**src/rtl/clk_div_ctrl.sv**
```systemverilog
`default_nettype none
// ============================================================================
// Module   : clk_div_ctrl
// Brief    : Round-robin arbitrated controller that sequences divider changes
//            (hold, apply, settle, ack) for a variable clock divider.
// Revision : 1.0 - initial release
// ============================================================================
module clk_div_ctrl #(
    parameter int NUM_REQ       = 4,
    parameter int MAX_DIVIDER   = 200,
    parameter int DEFAULT_DIV   = 1,
    parameter int SETTLE_CYCLES = 16
) (
    input  logic                       clk_in,
    input  logic                       rst_high_in,
    input  logic [NUM_REQ-1:0]         req_in,
    input  logic [8*NUM_REQ-1:0]       req_div_in,
    output logic [NUM_REQ-1:0]         ack_out,
    output logic [NUM_REQ-1:0]         err_out,
    output logic [7:0]                 div_out,
    output logic                       div_hold_out,
    output logic                       busy_out,
    output logic [$clog2(NUM_REQ)-1:0] owner_out
);

    localparam int            c_idx_w   = $clog2(NUM_REQ);
    localparam int            c_cnt_w   = $clog2(SETTLE_CYCLES + 1);
    localparam logic [8:0]    c_max_div = 9'(MAX_DIVIDER);
    localparam logic [7:0]    c_def_div = 8'(DEFAULT_DIV);

    typedef enum logic [2:0] {
        ST_IDLE   = 3'd0,
        ST_HOLD   = 3'd1,
        ST_APPLY  = 3'd2,
        ST_SETTLE = 3'd3,
        ST_ACK    = 3'd4
    } state_t;

    state_t               r_state, w_state_nxt;
    logic [7:0]           r_new_div, w_new_div_nxt;
    logic [7:0]           w_div_nxt, w_sel_div;
    logic [c_idx_w-1:0]   r_rr_ptr, w_rr_ptr_nxt;
    logic [c_idx_w-1:0]   w_sel_idx, w_owner_nxt;
    logic [c_cnt_w-1:0]   r_cnt, w_cnt_nxt;
    logic                 w_any_req, w_hold_nxt, w_bad_div;
    logic [NUM_REQ-1:0]   w_ack_nxt, w_err_nxt;

    // Walk from the lowest to the highest priority offset so the last hit wins.
    always_comb begin
        w_sel_idx = '0;
        w_any_req = 1'b0;
        for (int k = NUM_REQ - 1; k >= 0; k--) begin
            if (req_in[(int'(r_rr_ptr) + k) % NUM_REQ]) begin
                w_sel_idx = c_idx_w'((int'(r_rr_ptr) + k) % NUM_REQ);
                w_any_req = 1'b1;
            end
        end
    end

    assign w_sel_div = req_div_in[8*int'(w_sel_idx) +: 8];
    assign w_bad_div = (w_sel_div == 8'd0) || ({1'b0, w_sel_div} > c_max_div);

    always_comb begin
        w_state_nxt   = r_state;
        w_new_div_nxt = r_new_div;
        w_div_nxt     = div_out;
        w_hold_nxt    = 1'b0;
        w_ack_nxt     = '0;
        w_err_nxt     = '0;
        w_owner_nxt   = owner_out;
        w_rr_ptr_nxt  = r_rr_ptr;
        w_cnt_nxt     = r_cnt;
        case (r_state)
            ST_IDLE: begin
                if (w_any_req) begin
                    w_owner_nxt   = w_sel_idx;
                    w_new_div_nxt = w_sel_div;
                    w_rr_ptr_nxt  = (w_sel_idx == c_idx_w'(NUM_REQ - 1)) ? '0
                                                                         : w_sel_idx + 1'b1;
                    if (w_bad_div) begin
                        w_state_nxt          = ST_ACK;
                        w_ack_nxt[w_sel_idx] = 1'b1;
                        w_err_nxt[w_sel_idx] = 1'b1;
                    end else if (w_sel_div == div_out) begin
                        w_state_nxt          = ST_ACK;
                        w_ack_nxt[w_sel_idx] = 1'b1;
                    end else begin
                        w_state_nxt = ST_HOLD;
                        w_hold_nxt  = 1'b1;
                    end
                end
            end
            ST_HOLD: begin
                w_state_nxt = ST_APPLY;
                w_hold_nxt  = 1'b1;
                w_div_nxt   = r_new_div;
            end
            ST_APPLY: begin
                w_state_nxt = ST_SETTLE;
                w_cnt_nxt   = c_cnt_w'(SETTLE_CYCLES - 1);
            end
            ST_SETTLE: begin
                if (r_cnt == '0) begin
                    w_state_nxt          = ST_ACK;
                    w_ack_nxt[owner_out] = 1'b1;
                end else begin
                    w_cnt_nxt = r_cnt - 1'b1;
                end
            end
            ST_ACK:  w_state_nxt = ST_IDLE;
            default: w_state_nxt = ST_IDLE;
        endcase
    end

    always_ff @(posedge clk_in) begin
        if (rst_high_in) begin
            r_state      <= ST_IDLE;
            r_new_div    <= c_def_div;
            r_rr_ptr     <= '0;
            r_cnt        <= '0;
            div_out      <= c_def_div;
            div_hold_out <= 1'b1;
            ack_out      <= '0;
            err_out      <= '0;
            busy_out     <= 1'b0;
            owner_out    <= '0;
        end else begin
            r_state      <= w_state_nxt;
            r_new_div    <= w_new_div_nxt;
            r_rr_ptr     <= w_rr_ptr_nxt;
            r_cnt        <= w_cnt_nxt;
            div_out      <= w_div_nxt;
            div_hold_out <= w_hold_nxt;
            ack_out      <= w_ack_nxt;
            err_out      <= w_err_nxt;
            busy_out     <= (w_state_nxt != ST_IDLE);
            owner_out    <= w_owner_nxt;
        end
    end

endmodule
`default_nettype wire

```
**config.mk**
```make
export PLATFORM = sky130hd
export DESIGN_NAME = clk_div_ctrl
export DESIGN_NICKNAME = d
export VERILOG_FILES = /design/src/rtl/clk_div_ctrl.sv
export SDC_FILE = /design/constraint.sdc
export NUM_CORES = 1
export LEC_CHECK = 0
export ABC_AREA = 1
export ABC_CLOCK_PERIOD_IN_PS = 6300
export BUFFER_PORTS_ARGS = -buffer_cell sky130_fd_sc_hd__clkbuf_2
export CORE_MARGIN = 2
export CORE_UTILIZATION = 32
export DETAILED_ROUTE_END_ITERATION = 8
export SETUP_SLACK_MARGIN = 0.1
export SLEW_MARGIN = 30
export SYNTH_ARGS = -nofsm -noshare
export SYNTH_HDL_FRONTEND = slang
export SYNTH_SLANG_ARGS = --single-unit
```
**constraint.sdc**
```tcl
create_clock -name clk_in -period 6.3 [get_ports clk_in]
set_input_delay 0.315 -clock clk_in [delete_from_list [all_inputs] [get_ports clk_in]]
set_output_delay 0.315 -clock clk_in [all_outputs]
set_load 0.05 [all_outputs]
```
==> summary.txt, run 1 <==
Status
  • Outcome: finished, final reports clean

Floorplan
  • Die ar.: 8236 sq um
  • Die Ht: 90.76 um
  • Placement row count: 31
  • # IOs: 58
  • Die width: between 90 and 100 um
  • Core area: between 7000 and 8000 sq um
  • Initial Utilization: 0.3321

Global route
  • All-Layer GR Usage: 0.1509
  • First-pass GRT wire length: slightly above 10000 um
  • Number of global-route vias before repair: about 2300
  • Gr ovfl total: 0
  • Initial antenna violation count: 0
  • Largest net degree at the start of global routing: 25

Clock network
  • Post-CTS setup buffers: 0
  • Clk pin slew, worst setup/hold paths: about 80 ps
  • H-tree levels: 2
  • CTS sink count: 38
  • Clock Latency Late Sink: 290 ps
  • Root Driver: clkbuf_8
  • Post-cts sizing count: 0
  • Clock Path Buffers: 2
  • TritonCTS buffer count: 5
  • Hold buffer count at CTS: 0
  • CTS tree: yes

Routing
  • Met1 WL: between 2000 and 3000 um
  • Iter 0 DRT Violations: around 120
  • DRC viols: 0
  • Total Wirelength: a little over 6000 um
  • Antenna Nets Post-Route: 0
  • Detailed Routing Iterations Pass 1: 4
  • Top Metal Used: met4
  • Vias: approximately 2400
  • Vias per cell: 4.709
  • WL/cell: about 12 um
  • Met2 Wirelength: around 2700 um
  • Routed wl met3: ~370 um

Final layout
  • # diodes: 0
  • Most frequent cells in the layout: nand2_1 (75), nand3_1 (61), clkbuf_2 (57)
  • Area Growth Syn to Fin: 18.49%
  • Share of post-route cells with drive strength above 1: 0.2543
  • Final net count: between 400 and 500
  • Final Cell Area: approximately 2900 sq um
  • Commonest non-fill, non-tap cell in the layout: nand2_1

Setup path
  • Critical R2R Launch: r_rr_ptr[0]
  • CP delay by family, top: simple AND/OR/NAND/NOR gates
  • Setup crit start kind: flip-flop
  • Crit path from: r_rr_ptr[0]
  • Worst path cell trace: nand2_1, nand3_1, nand2_1, inv_2, nand3_2, nand2_4, nand2_1, nand3_1, nand2_2, nor2_1, nand2_1, nand2_1, nand2_2, nand3_1, nand2_1, nand2_1, nand3_2
  • Most frequent CP cell: nand2_1
  • CP Capture Type: flip-flop
  • Depth of the most critical reg-to-reg path: 17
  • Worst setup path endpoint: busy_out
  • Crit path depth: 17
  • Worst R2R Setup Slack: approximately 3200 ps
  • Critical Path Fanout Max: 24
  • Worst EP arrival: ~3200 ps
  • Worst path slowest cell: dfxtp_1
  • Worst r2r dst: busy_out
  • Critical path class: flip-flop to flip-flop
  • Critical path required time: around 6500 ps
  • Crit-path max cell delay: approximately 630 ps
  • Number of buffers and inverters on the critical path: 1

Timing
  • Tcrit/Tclk final: 0.4855
  • RSZ-0062 raised after global routing: no
  • Final Skew: around 13 ps
  • Worst slew pin tran: 615.8 ps
  • TNS Setup: 0 ps
  • Final setup viols: 0
  • Final slew viol count: 0
  • Max Clk Rate: 327.0 MHz
  • Final worst path period need: approximately 3100 ps
  • Hold Vio Cnt, Final: 0
  • Rel. slew slack: 0.5890

Placed design
  • Hpwl dp: ~4500 um
  • Placer Congestion: roughly 0.83
  • Placed instance area: approximately 2700 sq um
  • PortBufs: 57

Synth
  • Flops & latches, synth: 38
  • Post-synthesis cell count: around 360
  • Yosys warnings: 0
  • Syn nets: between 400 and 500
  • Syn avg cell area: approximately 6.7 sq um
  • Cell variety after synth: 31
  • Register area share after synthesis: 0.3158
  • Mapped cell area: about 2400 sq um

Power and ir drop
  • Leakage: roughly 1.5 nW
  • PD cells: about 640 nW/um^2
  • Worst VDD drop: 0.2991 mV
  • Power Total: about 1.8 mW

Min path
  • Hold Crit Class: input port to flip-flop
  • Hold path startpoint: rst_high_in

Job
  • Max-capacitance violation count: 0
-- kinds of logic (layout without fill, tap and decap cells) --
kind of cell	count (synthesis)	after routing	share of synthesized area
xor gates and xnor gates	1	1	0.003637
DFF	38	38	0.3158
and+or+nand+nor	195	195	0.4062
adders and majority gates	5	5	0.02597
AOI/OAI and AO/OA	46	46	0.1086
buffers and inverters	73	124	0.1397
-- metrics by stage --
| step | setup slack [ps] | utilization | instances | hold WS, ps |
|---|---|---|---|---|
| after detailed placement | 3304 | 0.3738 | 500 | 457.6 |
| after global placement | 3389 | 0.3738 | 500 | 448.8 |
| final | 3242 | 0.3935 | 508 | 435.9 |
| after floorplan | 4212 | - | 358 | 395.8 |
| after CTS | 3252 | 0.3935 | 508 | 428.0 |
| after global routing | 2919 | 0.3935 | 508 | 453.9 |
-- how the worst min path moves through the flow --
stage / end / slack (ps) / depth (start not counted)
detailed placement: r_cnt[4] / 460 / 2
CTS: r_cnt[3] / 430 / 2
global route: r_cnt[3] / 450 / 2
global placement: r_cnt[4] / 450 / 2
finish: r_cnt[2] / 440 / 2
floorplan: r_state[1] / 400 / 1
-- state kept, by name (all words and copies together), names as in the netlist --
name and count:
ack_out 4, busy_out 1, r_cnt 5, owner_out 2
div_hold_out 1, r_rr_ptr 2, r_new_div 8, r_state 3
err_out 4, div_out 8
-- cell usage after synthesis, drive strengths merged --
library cell	number	area, sq um
inv	57	219.0
clkbuf	3	11.26
nand4	1	6.260
nor4	1	6.260
a21oi	21	108.9
nand2	92	407.9
o211ai	6	45.04
a211oi	3	22.52
nor3	2	10.01
buf	12	102.6
or3	1	6.260
nand3	74	435.4
ha	5	62.56
clkinv	1	3.750
a31oi	1	6.260
nand3b	3	22.52
dfxtp	38	760.7
nor2	21	83.83
o21ai	15	78.82
xnor2	1	8.760
-- worst reg2reg max path: stages, from the launching register on --
cell and delay, ps:
dfxtp_1 630, nand2_1 140, nand3_1 150, nand2_1 80
inv_2 80, nand3_2 410, nand2_4 430, nand2_1 100
nand3_1 120, nand2_2 100, nor2_1 120, nand2_1 60
nand2_1 90, nand2_2 80, nand3_1 110, nand2_1 60
nand2_1 90, nand3_2 80
-- power by group --
part	switching (mW)	internal (mW)	leakage (nW)	total, mW
logic	0.828	0.349	1.07	1.18
registers	0.0601	0.325	0.313	0.385
clock network	0.0881	0.169	0.0714	0.257
total	0.976	0.843	1.45	1.82
-- per-layer routing --
metal | vias up | global-route usage
met2 | 63 | 0.2575
met1 | 1066 | 0.1875
li1 | 1257 | -
met3 | 6 | 0.03422
met4 | 0 | 0.04872
met5 | - | 0
-- cell type report --
type                    instances  area, sq um
fillers                       791         4399
multi-input cells             247         1311
flip-flops and latches         38        760.7
inverters                      58        222.7
well taps                      99        123.9
repair buffers                 58        292.8
clock buffers                   6        82.58
clock inverters                 2        60.06
Note: power is estimated with default switching activity, not from simulation.
==> run 2, diff against run 1 <==
ABC_CLOCK_PERIOD_IN_PS = 3100   (was 6300)
clock period = 3.1 ns   (was 6.3 ns; I/O delays follow)
==> summary.txt, run 2 (synthesis results as in run 1) <==
Status
  • Outcome: finished, final reports clean

Floorplan
  • Core area: 7253 sq um (unchanged)
  • Die ar.: 8236 sq um (unchanged)
  • Die width: 90.76 um (unchanged)
  • # IOs: 58 (unchanged)
  • Placement row count: 31 (unchanged)
  • Die Ht: 90.76 um (unchanged)
  • Initial Utilization: 0.3321 (unchanged)

Routing
  • DRC viols: 0 (unchanged)
  • WL/cell: 11.76 um (-1.0%)
  • Antenna Nets Post-Route: 0 (unchanged)
  • Iter 0 DRT Violations: 70 (-39%)
  • Total Wirelength: 6000 um (-0.63%)
  • Vias: 2398 (+0.25%)
  • Vias per cell: 4.702 (-0.14%)
  • Detailed Routing Iterations Pass 1: 4 (unchanged)

Timing
  • Final setup viols: 0 (unchanged)
  • Rel. slew slack: 0.5995 (+0.01050)
  • Hold Vio Cnt, Final: 0 (unchanged)
  • Tcrit/Tclk final: 0.8671 (+0.3817)
  • Worst slew pin tran: 600.1 ps (-15.73 ps)
  • TNS Setup: 0 ps (unchanged)
  • Max Clk Rate: 372.0 MHz (+14%)
  • Post-route setup slack: 411.9 ps (-2830 ps)
  • Final slew viol count: 0 (unchanged)
  • Final Skew: 9.043 ps (-3.482 ps)
  • Final worst path period need: 2688 ps (-370.4 ps)
  • RSZ-0062 raised after global routing: no

Clock network
  • Post-CTS setup buffers: 0 (unchanged)
  • Hold buffer count at CTS: 0 (unchanged)
  • H-tree levels: 2 (unchanged)
  • Clk pin slew, worst setup/hold paths: 90 ps (about the same)
  • CTS tree: yes
  • Root Driver: clkbuf_8
  • Clock Latency Late Sink: 290 ps (about the same)
  • Clock Path Buffers: 2 (unchanged)
  • TritonCTS buffer count: 5 (unchanged)
  • CTS sink count: 38 (unchanged)

Power and ir drop
  • Power Total: 3.632 mW (+100%)
  • Sequential power share: 0.216 (+0.004)
  • Leakage: 1.443 nW (-0.79%)
  • Net Sw Power: 1.999 mW (+100%)
  • Combinational power share: 0.665 (+0.018)
  • PD cells: 1278 nW/um^2 (+100%)
  • Pint: 1.634 mW (+94%)
  • Clock power share: 0.118 (-0.023)
  • Worst VDD drop: 0.3914 mV (+31%)
  • Switching power share of the total: 0.5502 (+0.01362)

Global route
  • Number of global-route vias before repair: 2237 (-2.9%)
  • Initial antenna violation count: 0 (unchanged)
  • Largest net degree at the start of global routing: 25 (unchanged)
  • All-Layer GR Usage: 0.1510 (about the same)
  • First-pass GRT wire length: 10180 um (+0.34%)
  • Gr ovfl total: 0 (unchanged)

Setup path
  • Critical Path Fanout Max: 12 (-50%)
  • Critical path class: flip-flop to flip-flop
  • CP Capture Type: flip-flop
  • Critical path required time: 3290 ps (-3180 ps)
  • Setup crit start kind: flip-flop
  • Worst EP arrival: 2880 ps (-350 ps)

Final layout
  • Final net count: 453 (+0.44%)
  • Number of fill cells: 789 (-0.25%)
  • Register area: 762.0 sq um (+0.16%)
  • Most frequent cells in the layout: nand2_1 (75), nand3_1 (61), clkbuf_2 (57)
  • Final Cell Area: 2841 sq um (-0.44%)
  • Share of post-route cells with drive strength above 1: 0.2603 (+0.006062)
  • Multi-input gate area: 1311 sq um (unchanged)
  • Commonest non-fill, non-tap cell in the layout: nand2_1
  • Final Core Density: 0.3918 (-0.001725)
  • # diodes: 0 (unchanged)
  • Area Growth Syn to Fin: 17.97%
  • Largest regs: div_out (8), r_new_div (8), r_cnt (5)

Job
  • Max-capacitance violation count: 0 (unchanged)

Placed design
  • Placed instance area: 2726 sq um (+0.55%)
  • Placement Setup Slack: 297.5 ps (-3006 ps)
  • Placer Congestion: 0.8199 (-1.7%)
  • PortBufs: 57 (unchanged)
  • Hpwl dp: 4639 um (+2.8%)

Min path
  • Hold Crit Class: input port to flip-flop
-- run 2: cell types whose count changed in the layout (fill, tap and decap cells not counted), sizes merged --
| cell | delta |
|---|---|
| buf | +2 |
| clkinvlp | +2 |
| bufinv | -1 |
| clkbuf | -1 |
-- run 2: metrics by stage --
| stage | instances | hold slack [ps] |
|---|---|---|
| 2_1_floorplan | 358 | 235.8 |
| 3_3_place_gp | 502 | 442.8 |
| 3_5_place_dp | 502 | 448.3 |
| 4_1_cts | 510 | 260.1 |
| 5_1_grt | 510 | 287.7 |
| 6_report | 510 | 262.8 |
-- run 2: layer usage --
metal	wire (um)	vias up	global-route usage
li1	-	1260	-
met1	2855	1075	0.2001
met2	2776	61	0.2469
met3	332	2	0.03088
met4	36	0	0.04487
met5	0	-	0
-- run 2: final cells by class --
class	count	area share
clock buffers	5	0.02422
clock inverters	3	0.01585
inverters	58	0.07838
multi-input cells	247	0.4615
flip-flops and latches	38	0.2682
well taps	99	0.04359
repair buffers	60	0.1083
-- run 2: final timing paths --
path / startpoint / end / slack, ps / cells after the start
worst max register to register: r_rr_ptr[0] / busy_out / 410 / 18
worst min-delay path: rst_high_in / ack_out[0] / 260 / 2
worst max-delay path: r_rr_ptr[0] / busy_out / 410 / 18
worst min register to register: r_new_div[5] / div_out[5] / 460 / 2
-- run 2: power by group through the flow --
| stage | logic, mW | registers [mW] | clock network, mW |
|---|---|---|---|
| after detailed placement | 2.43 | 0.795 | 0 |
| after global routing | 2.72 | 0.810 | 0.463 |
| after CTS | 2.44 | 0.786 | 0.445 |
| after floorplan | 1.80 | 1.03 | 0 |
| after global placement | 2.40 | 0.794 | 0 |
| final | 2.42 | 0.786 | 0.430 |
-- run 2: timing repair --
action	4_1_cts	5_1_grt
endpoints found under the setup margin	0	8
gates resized for setup	0	1
endpoints found under the hold margin	0	0
-- run 2: critical path: stages, from the launching register on --
cell,delay (ps)
dfxtp_2,500
nand2_1,150
nand3_1,150
nand2_1,80
inv_2,80
nand3_2,270
buf_4,290
nand3_1,120
nand2_1,70
nand2_1,70
nand2_1,90
nor2_2,130
nand2_1,60
nand2_1,90
nand2_2,70
nand3_1,120
nand2_1,60
nand2_1,90
nand3_2,80
